File: src/rtl/simple_buffer_v_if.sv
// Valid/ready bundle between the upstream source, the receive buffer and the downstream consumer.
// The buffer takes the slave modport; the driving side takes master.
interface simple_buffer_v_if #(
  parameter int WIDTH = 8,
  parameter int DEPTH = 4
);
  localparam int AW = $clog2(DEPTH);

  logic [WIDTH-1:0] d_in;
  logic             in_valid;
  logic             in_ready;
  logic [WIDTH-1:0] d_out;
  logic             out_valid;
  logic             out_ready;
  logic [AW:0]      count;

  modport slave (
    input  d_in, in_valid, out_ready,
    output in_ready, d_out, out_valid, count
  );

  modport master (
    output d_in, in_valid, out_ready,
    input  in_ready, d_out, out_valid, count
  );
endinterface

File: src/rtl/simple_buffer_v.sv
// Receive-side circular FIFO buffer with first-word-fall-through output.
// All flags and d_out are decoded purely from registered state.
module simple_buffer_v #(
  parameter int WIDTH = 8,
  parameter int DEPTH = 4
) (
  input  logic              clk,
  input  logic              resetn,
  simple_buffer_v_if.slave  bus
);
  localparam int AW = $clog2(DEPTH);
  localparam logic [AW:0]   CNT_FULL = (AW+1)'(DEPTH);
  localparam logic [AW:0]   CNT_ONE  = (AW+1)'(1);
  localparam logic [AW-1:0] PTR_ONE  = AW'(1);

  logic [WIDTH-1:0] mem_r [DEPTH];
  logic [AW-1:0]    wr_ptr_r;
  logic [AW-1:0]    rd_ptr_r;
  logic [AW:0]      count_r;

  logic in_ready_s;
  logic out_valid_s;
  logic push_s;
  logic pop_s;

  // Handshake decode from registered occupancy only
  always_comb begin
    in_ready_s  = (count_r != CNT_FULL);
    out_valid_s = (count_r != '0);
    push_s      = bus.in_valid & in_ready_s;
    pop_s       = out_valid_s & bus.out_ready;
  end

  // Storage, pointers and occupancy; reset wipes contents so no stale byte survives
  always_ff @(posedge clk) begin
    if (!resetn) begin
      wr_ptr_r <= '0;
      rd_ptr_r <= '0;
      count_r  <= '0;
      for (int i = 0; i < DEPTH; i++) begin
        mem_r[i] <= '0;
      end
    end else begin
      if (push_s) begin
        mem_r[wr_ptr_r] <= bus.d_in;
        wr_ptr_r        <= wr_ptr_r + PTR_ONE;
      end else begin
        wr_ptr_r <= wr_ptr_r;
      end
      if (pop_s) begin
        rd_ptr_r <= rd_ptr_r + PTR_ONE;
      end else begin
        rd_ptr_r <= rd_ptr_r;
      end
      case ({push_s, pop_s})
        2'b10:   count_r <= count_r + CNT_ONE;
        2'b01:   count_r <= count_r - CNT_ONE;
        default: count_r <= count_r;
      endcase
    end
  end

  assign bus.in_ready  = in_ready_s;
  assign bus.out_valid = out_valid_s;
  assign bus.d_out     = mem_r[rd_ptr_r];
  assign bus.count     = count_r;
endmodule

File: src/flat_wrapper.sv
// flat-port wrapper written by rule: the top's interface ports become plain ports
module simple_buffer_v_flat 
#(
  parameter int WIDTH = 8,
  parameter int DEPTH = 4
)
  (clk, resetn, bus_d_in, bus_in_valid, bus_out_ready, bus_in_ready, bus_d_out, bus_out_valid, bus_count);
  simple_buffer_v_if #(.WIDTH(WIDTH), .DEPTH(DEPTH)) bus_i ();
  input  logic clk;
  input  logic resetn;
  input wire logic [$bits(bus_i.d_in)-1:0] bus_d_in;
  input wire logic [$bits(bus_i.in_valid)-1:0] bus_in_valid;
  input wire logic [$bits(bus_i.out_ready)-1:0] bus_out_ready;
  output wire logic [$bits(bus_i.in_ready)-1:0] bus_in_ready;
  output wire logic [$bits(bus_i.d_out)-1:0] bus_d_out;
  output wire logic [$bits(bus_i.out_valid)-1:0] bus_out_valid;
  output wire logic [$bits(bus_i.count)-1:0] bus_count;
  assign bus_i.d_in = bus_d_in;
  assign bus_i.in_valid = bus_in_valid;
  assign bus_i.out_ready = bus_out_ready;
  assign bus_in_ready = bus_i.in_ready;
  assign bus_d_out = bus_i.d_out;
  assign bus_out_valid = bus_i.out_valid;
  assign bus_count = bus_i.count;
  simple_buffer_v #(.WIDTH(WIDTH), .DEPTH(DEPTH)) u_core (.clk(clk), .resetn(resetn), .bus(bus_i));
endmodule
File: config.mk
export PLATFORM = sky130hd
export DESIGN_NAME = simple_buffer_v_flat
export DESIGN_NICKNAME = d
export VERILOG_FILES = /design/src/rtl/simple_buffer_v_if.sv /design/src/rtl/simple_buffer_v.sv /design/src/flat_wrapper.sv
export SDC_FILE = /design/constraint.sdc
export NUM_CORES = 1
export LEC_CHECK = 0
export BUFFER_PORTS_ARGS = -buffer_cell sky130_fd_sc_hd__buf_2
export CAP_MARGIN = 20
export CORE_MARGIN = 5
export CORE_UTILIZATION = 56
export CTS_BUF_LIST = sky130_fd_sc_hd__clkbuf_4 sky130_fd_sc_hd__clkbuf_8 sky130_fd_sc_hd__clkbuf_16
export DETAILED_ROUTE_END_ITERATION = 16
export GPL_TIMING_DRIVEN = 0
export PLACE_DENSITY = 0.87
export SETUP_SLACK_MARGIN = 0.4
export SYNTH_ARGS = -nofsm -noshare
export SYNTH_HDL_FRONTEND = slang
export SYNTH_SLANG_ARGS = --single-unit
export TNS_END_PERCENT = 10
File: constraint.sdc
create_clock -name clk -period 2.8 [get_ports clk]
set_input_delay 0.28 -clock clk [delete_from_list [all_inputs] [get_ports clk]]
set_output_delay 0.28 -clock clk [all_outputs]
set_load 0.02 [all_outputs]
## After elaboration in Yosys (flattened, before gate mapping)

Memory sizes are Yosys's and may differ from the RTL's. A register that Yosys moved wholly into a read port is not among the register bits.
Index checks and enable logic that the tools add are counted.

| word-level totals | value |
|---|---|
| memories | 1 |
| memory bits (writable) | 32 |
| register bits after elaboration | 7 |
| logic and storage cells | 26 |
| input bits | 12 |

Memories:

| memory | words | width | read ports | clocked after memory_dff | wr ports | line | text |
|---|---|---|---|---|---|---|---|
| u_core.mem_r | 4 | 8 | 1 | 1 | 4 | simple_buffer_v.sv:16 | `logic [WIDTH-1:0] mem_r [DEPTH];` |

| operators by class | value |
|---|---|
| mux-type cells | 10 |
| reductions and logical operators | 3 |
| bitwise operators | 2 |
| equal/unequal tests | 3 |
| add/sub/neg operators | 4 |

Operator list:

| cell | number |
|---|---|
| 8-bit 2-to-1 mux | 1 |
| 8-bit OR reduction | 1 |
| 2-bit 2-to-1 mux | 3 |
| 3-bit one-hot mux with 2 select lines | 1 |
| 1-bit 2-to-1 mux | 5 |
| 2-bit by 1-bit adder with 2-bit output, second input constant | 2 |
| 3-bit by 1-bit adder with 3-bit output, second input constant | 1 |
| 3-bit inequality test, second input constant | 1 |
| 3-bit nonzero test | 1 |
| 3-bit by 1-bit subtractor with 3-bit output, second input constant | 1 |
| 1-bit bitwise AND | 2 |
| 2-bit by 1-bit equality test with 1-bit output, second input constant | 1 |
| 2-bit equality test, second input constant | 1 |
| 2-bit nonzero test | 1 |

## Depth between registers and ports, before layout

| depth | value |
|---|---|
| depth after elaboration | 7 |
| gate-level depth with buffers | 9 |
| depth with buffers taken out | 9 |

## Least setup slack after synthesis

OpenSTA, ideal clock, no wires.

| path | value |
|---|---|
| path type | register -> register |
| start | register u_core.count_r[2], in the netlist u_core.bus.count[2] |
| end | register u_core.count_r[2], in the netlist u_core.bus.count[2] |
| data arrival time | 2.286 ns |
| setup slack | 0.439 ns |
| period minus slack after synthesis | 2.361 ns |
| cell stages (with the launch flop) | 10 |
| cells stage by stage | dfxtp_1 -> nor3b_4 -> nor2_2 -> inv_1 -> ha_1 -> inv_1 -> fa_1 -> xor2_1 -> or3_1 -> a21boi_0 |

| between the ends | value |
|---|---|
| cells in the longest elaborated chain, start to end | 4 |
| elaborated cells on any way between the ends | 10 |
| those cells by class | add/sub: 2; eq/ne: 3; mux: 1; bitwise: 2; reduce/logical: 2 |

RTL lines:

| item | line | text |
|---|---|---|
| start, declared | simple_buffer_v.sv:19 | `logic [AW:0] count_r;` |
| start signal, assigned | simple_buffer_v.sv:56 | `2'b10: count_r <= count_r + CNT_ONE;` |
| start signal, assigned | simple_buffer_v.sv:57 | `2'b01: count_r <= count_r - CNT_ONE;` |
| start signal, assigned | simple_buffer_v.sv:58 | `default: count_r <= count_r;` |
| 3-bit inequality test / 3-bit nonzero test (equally long branches) | simple_buffer_v.sv:28, simple_buffer_v.sv:29 |  |
| 1-bit bitwise AND, on equally long branches | simple_buffer_v.sv:30, simple_buffer_v.sv:31 |  |
| 2-bit by 1-bit equality test with 1-bit output / 2-bit equality test (equally long branches) | simple_buffer_v.sv:55 | `case ({push_s, pop_s})` |
| 3-bit one-hot mux with 2 select lines / 2-bit nonzero test (equally long branches) | -- |  |

Several ways; a longest one is shown, not always the timed one.
A chain may end at the register's enable or synchronous reset.

## Worst setup path in the final report

| path | value |
|---|---|
| start | register u_core.count_r[0], in the netlist u_core.bus.count[0] |
| end | register u_core.count_r[2], in the netlist u_core.bus.count[2] |

The elaborated chain is that of the path after synthesis.

==> flow_summary_export.csv <==
group,metric,value,unit
yosys,synth-seq-cells,41,
route,num_vias,1149,
final_layout,drive_above_1_share,33.3,%
clock_network,clk_pin_slew,0.12,ns
worst_setup_path,startpoint_type,"flop",
worst_setup_path,rr_startpoint,"u_core.bus.count[0]$_SDFFE_PN0P_",
power_and_ir_drop,power.leakage,0.860,nW
clock_network,cts_buffer_depth,2,
final_layout,n_fill_cell,230,
yosys,synth.most_common_cell,"edfxtp_1",
floorplanning,io_pins,25,
worst_setup_path,crit_required,3.06,ns
grt,grt_usage,18.2,%
min_path,worstHoldEndpoint,"u_core.mem_r[0][1]$_SDFFCE_PN0P_",
min_path,min_from,"bus_d_in[1]",
clock_network,clock_latency,0.34,ns
final_layout,final_design_area_no_fill,0.00217,mm2
yosys,syn_avg_cell_area,14.5,um2
grt,grt_pass1_vias,1199,
placement,numPlacedInstances,202,
yosys,yosys-top-cells-area,"edfxtp_1 51%, dfxtp_1 9.6%, mux4_2 9.6%, and2_1 9.0%, and3_1 2.7%",
worst_setup_path,rr_worst_depth,9,
yosys,synth_area,0.00187,mm2
run,maxCapViolations,0,
worst_setup_path,crit_arrival,2.46,ns
worst_setup_path,r2r-end,"u_core.bus.count[2]$_SDFFE_PN0P_",
final_layout,antennaDiodeCount,0,
route,antenna_left,0,
timing,slew_violations,0,
route,wl_met2,1.91,mm
route,first_pass_iters,4,
yosys,synth_top_cell_by_area,"edfxtp_1",
timing,setup_tns,0,ns
route,avgRoutedWirePerCell,17.1,um
yosys,synth_cell_types,31,
yosys,synthMuxAreaShare,9.62,%
timing,hold_ws,0.242,ns
clock_network,cts_made_buffers,5,
final_layout,seq_area,0.00114,mm2
grt,globalRouteOverflowTotal,0,
timing,rsz0062_at_grt,"no",
yosys,synth_top_family_by_area,"simple AND/OR/NAND/NOR gates",
floorplanning,start_util,57.0,%
placement,finalWeightedCongestion,0.773,
route,drc,0,
clock_network,cts.sinks,41,
power_and_ir_drop,ir_drop,0.620,mV
floorplanning,die_area,0.00460,mm2
final_layout,areaGrowthSynthToFinish,16.0,%
route,routed.top_layer,"met4",
yosys,synth-edff-count,32,
floorplanning,die_h,67.8,um
route,wl_met3,247,um
floorplanning,core.rowCount,21,
placement,hpwl,2.64,mm
timing,fin_skew,0.00727,ns
yosys,yosys.area.top_type_share,51.3,%
timing,hold_viol,0,
clock_network,cts-htree-levels,2,
yosys,yosysWarnings,0,
floorplanning,coreArea,0.00328,mm2
yosys,ys_top_cells_by_count,"32 x edfxtp_1, 27 x and2_1, 9 x dfxtp_1",
yosys,synth-compound-area-share,3.47,%
final_layout,fin_cells,211,
route,routedLengthMet1,1.40,mm
clock_network,cts_root_buffer,"clkbuf_4",
yosys,synth-seq-area-share,60.9,%
final_layout,multiInputGateArea,693,um2
route,drtIter0Drc,50,
worst_setup_path,r2r_slack,0.60,ns
power_and_ir_drop,power.density,823,mW/mm2
clock_network,hold_buffers,0,
placement,place_area,0.00207,mm2
min_path,min-delay-path-class,"in -> reg",
grt,grt_pass1_wl,5.82,mm
min_path,hold_depth,2,
yosys,syn-num-nets,143,
timing,fin_crit_sh,78.6,%
yosys,synth-xor-area-share,1.87,%
placement,io_buffers,24,
grt,grt_max_degree,14,
timing,fmax,0.454,GHz
route,wl,3.61,mm
timing,worst_pin_slew,0.797,ns
timing,finalSetupViolations,0,
worst_setup_path,end_kind,"flop",
yosys,synth_fa_ha_area_share,1.74,%
route,via_per_inst,5.45,
floorplanning,die_w,67.8,um
worst_setup_path,path_max_fanout,10,
timing,max_slew_margin,46.4,%
yosys,async_flop_share,0,%
yosys,yosys.area_share.simple,20.3,%
yosys,ys.flop_type,"edfxtp_1",
worst_setup_path,path_class,"reg -> reg",
grt,antenna_found_initial,0,
outcome,outcome,"finished, final reports clean",
final_layout,layout.nets,178,
timing,finalCriticalPeriod,2.20,ns
yosys,post_synth_inst_count,129,
clock_network,cts_tree,"built",
-- placed cells by master, fill, tap and decap left out, types with 3 or more instances in the layout --
master    count
and2_1       27
and3_1        8
buf_2        25
buf_4         4
clkbuf_4      5
dfxtp_1       6
dfxtp_2       3
edfxtp_1     32
inv_1         4
mux4_2        8
nand2_1       4
nand2b_1      3
o21ai_0       5
xnor2_1       3
-- registers in the layout (all words and copies together), names as in the netlist, named ones only --
name,count
u_core.wr_ptr_r,2
u_core.bus.count,3
u_core.mem_r,32
u_core.rd_ptr_r,2
-- how the worst max path moves through the flow --
stage	from	to	slack [ns]
floorplan	u_core.bus.count[2]$_SDFFE_PN0P_	u_core.bus.count[2]$_SDFFE_PN0P_	0.44
global placement	u_core.bus.count[0]$_SDFFE_PN0P_	u_core.mem_r[0][4]$_SDFFCE_PN0P_	0.24
detailed placement	u_core.bus.count[2]$_SDFFE_PN0P_	u_core.bus.count[2]$_SDFFE_PN0P_	0.31
CTS	u_core.bus.count[0]$_SDFFE_PN0P_	u_core.mem_r[2][3]$_SDFFCE_PN0P_	0.47
global route	u_core.bus.count[0]$_SDFFE_PN0P_	u_core.bus.count[2]$_SDFFE_PN0P_	0.43
finish	u_core.bus.count[0]$_SDFFE_PN0P_	u_core.bus.count[2]$_SDFFE_PN0P_	0.60
-- report_power, final --
part / leakage (nW) / switching, mW / internal (mW)
sequential: 0.410 / 0.0547 / 0.755
combinational: 0.401 / 0.322 / 0.251
clock: 0.0488 / 0.191 / 0.213
total: 0.860 / 0.568 / 1.22
-- logic make-up (layout without fill, tap and decap cells) --
kind of cell | after synthesis | count (layout)
XOR/XNOR | 4 | 4
AND/OR/NAND/NOR | 54 | 54
multiplexers | 8 | 8
AO/OA/AOI/OAI | 10 | 10
buffers and inverters | 10 | 46
flip-flops | 41 | 41
adder cells (fa/ha/maj) | 2 | 2
-- metrics by stage --
| stage | power [mW] | utilization [%] | setup WS, ns |
|---|---|---|---|
| after CTS | 1.79 | 66.0 | 0.473 |
| after floorplan | 1.22 | - | 0.439 |
| after detailed placement | 1.39 | 63.1 | 0.315 |
| after global routing | 1.88 | 66.1 | 0.428 |
| after global placement | 1.35 | 62.4 | 0.241 |
| final | 1.79 | 66.1 | 0.600 |
-- layout make-up --
class / instances / area share, %
clock inverters: 2 / 1.67
flip-flops and latches: 41 / 52.7
plain buffers: 4 / 0.749
clock buffers: 6 / 2.36
multi-input cells: 78 / 31.9
well taps: 46 / 2.65
repair buffers: 28 / 6.91
inverters: 6 / 1.04
-- critical path, cell delays in order, from the launching register on --
cell and delay (ns):
dfxtp_2 0.39, nor3b_4 0.24, nor2_2 0.13, inv_2 0.11, ha_1 0.18, inv_1 0.06
fa_1 0.37, xor2_1 0.16, or3_1 0.30, a21boi_0 0.18
-- layer usage --
layer / up-vias / GRT usage, %
met4: 0 / 6.70
met3: 7 / 4.93
met1: 558 / 21.3
met2: 37 / 32.0
li1: 547 / -
met5: - / 0
-- what timing repair did --
action | in CTS | in global routing
setup buffers | 1 | 0
resized for setup | 0 | 4
endpoints found under the hold margin | 0 | 0
setup endpoints to repair | 1 | 10
Power figures use the tool's default switching activity.
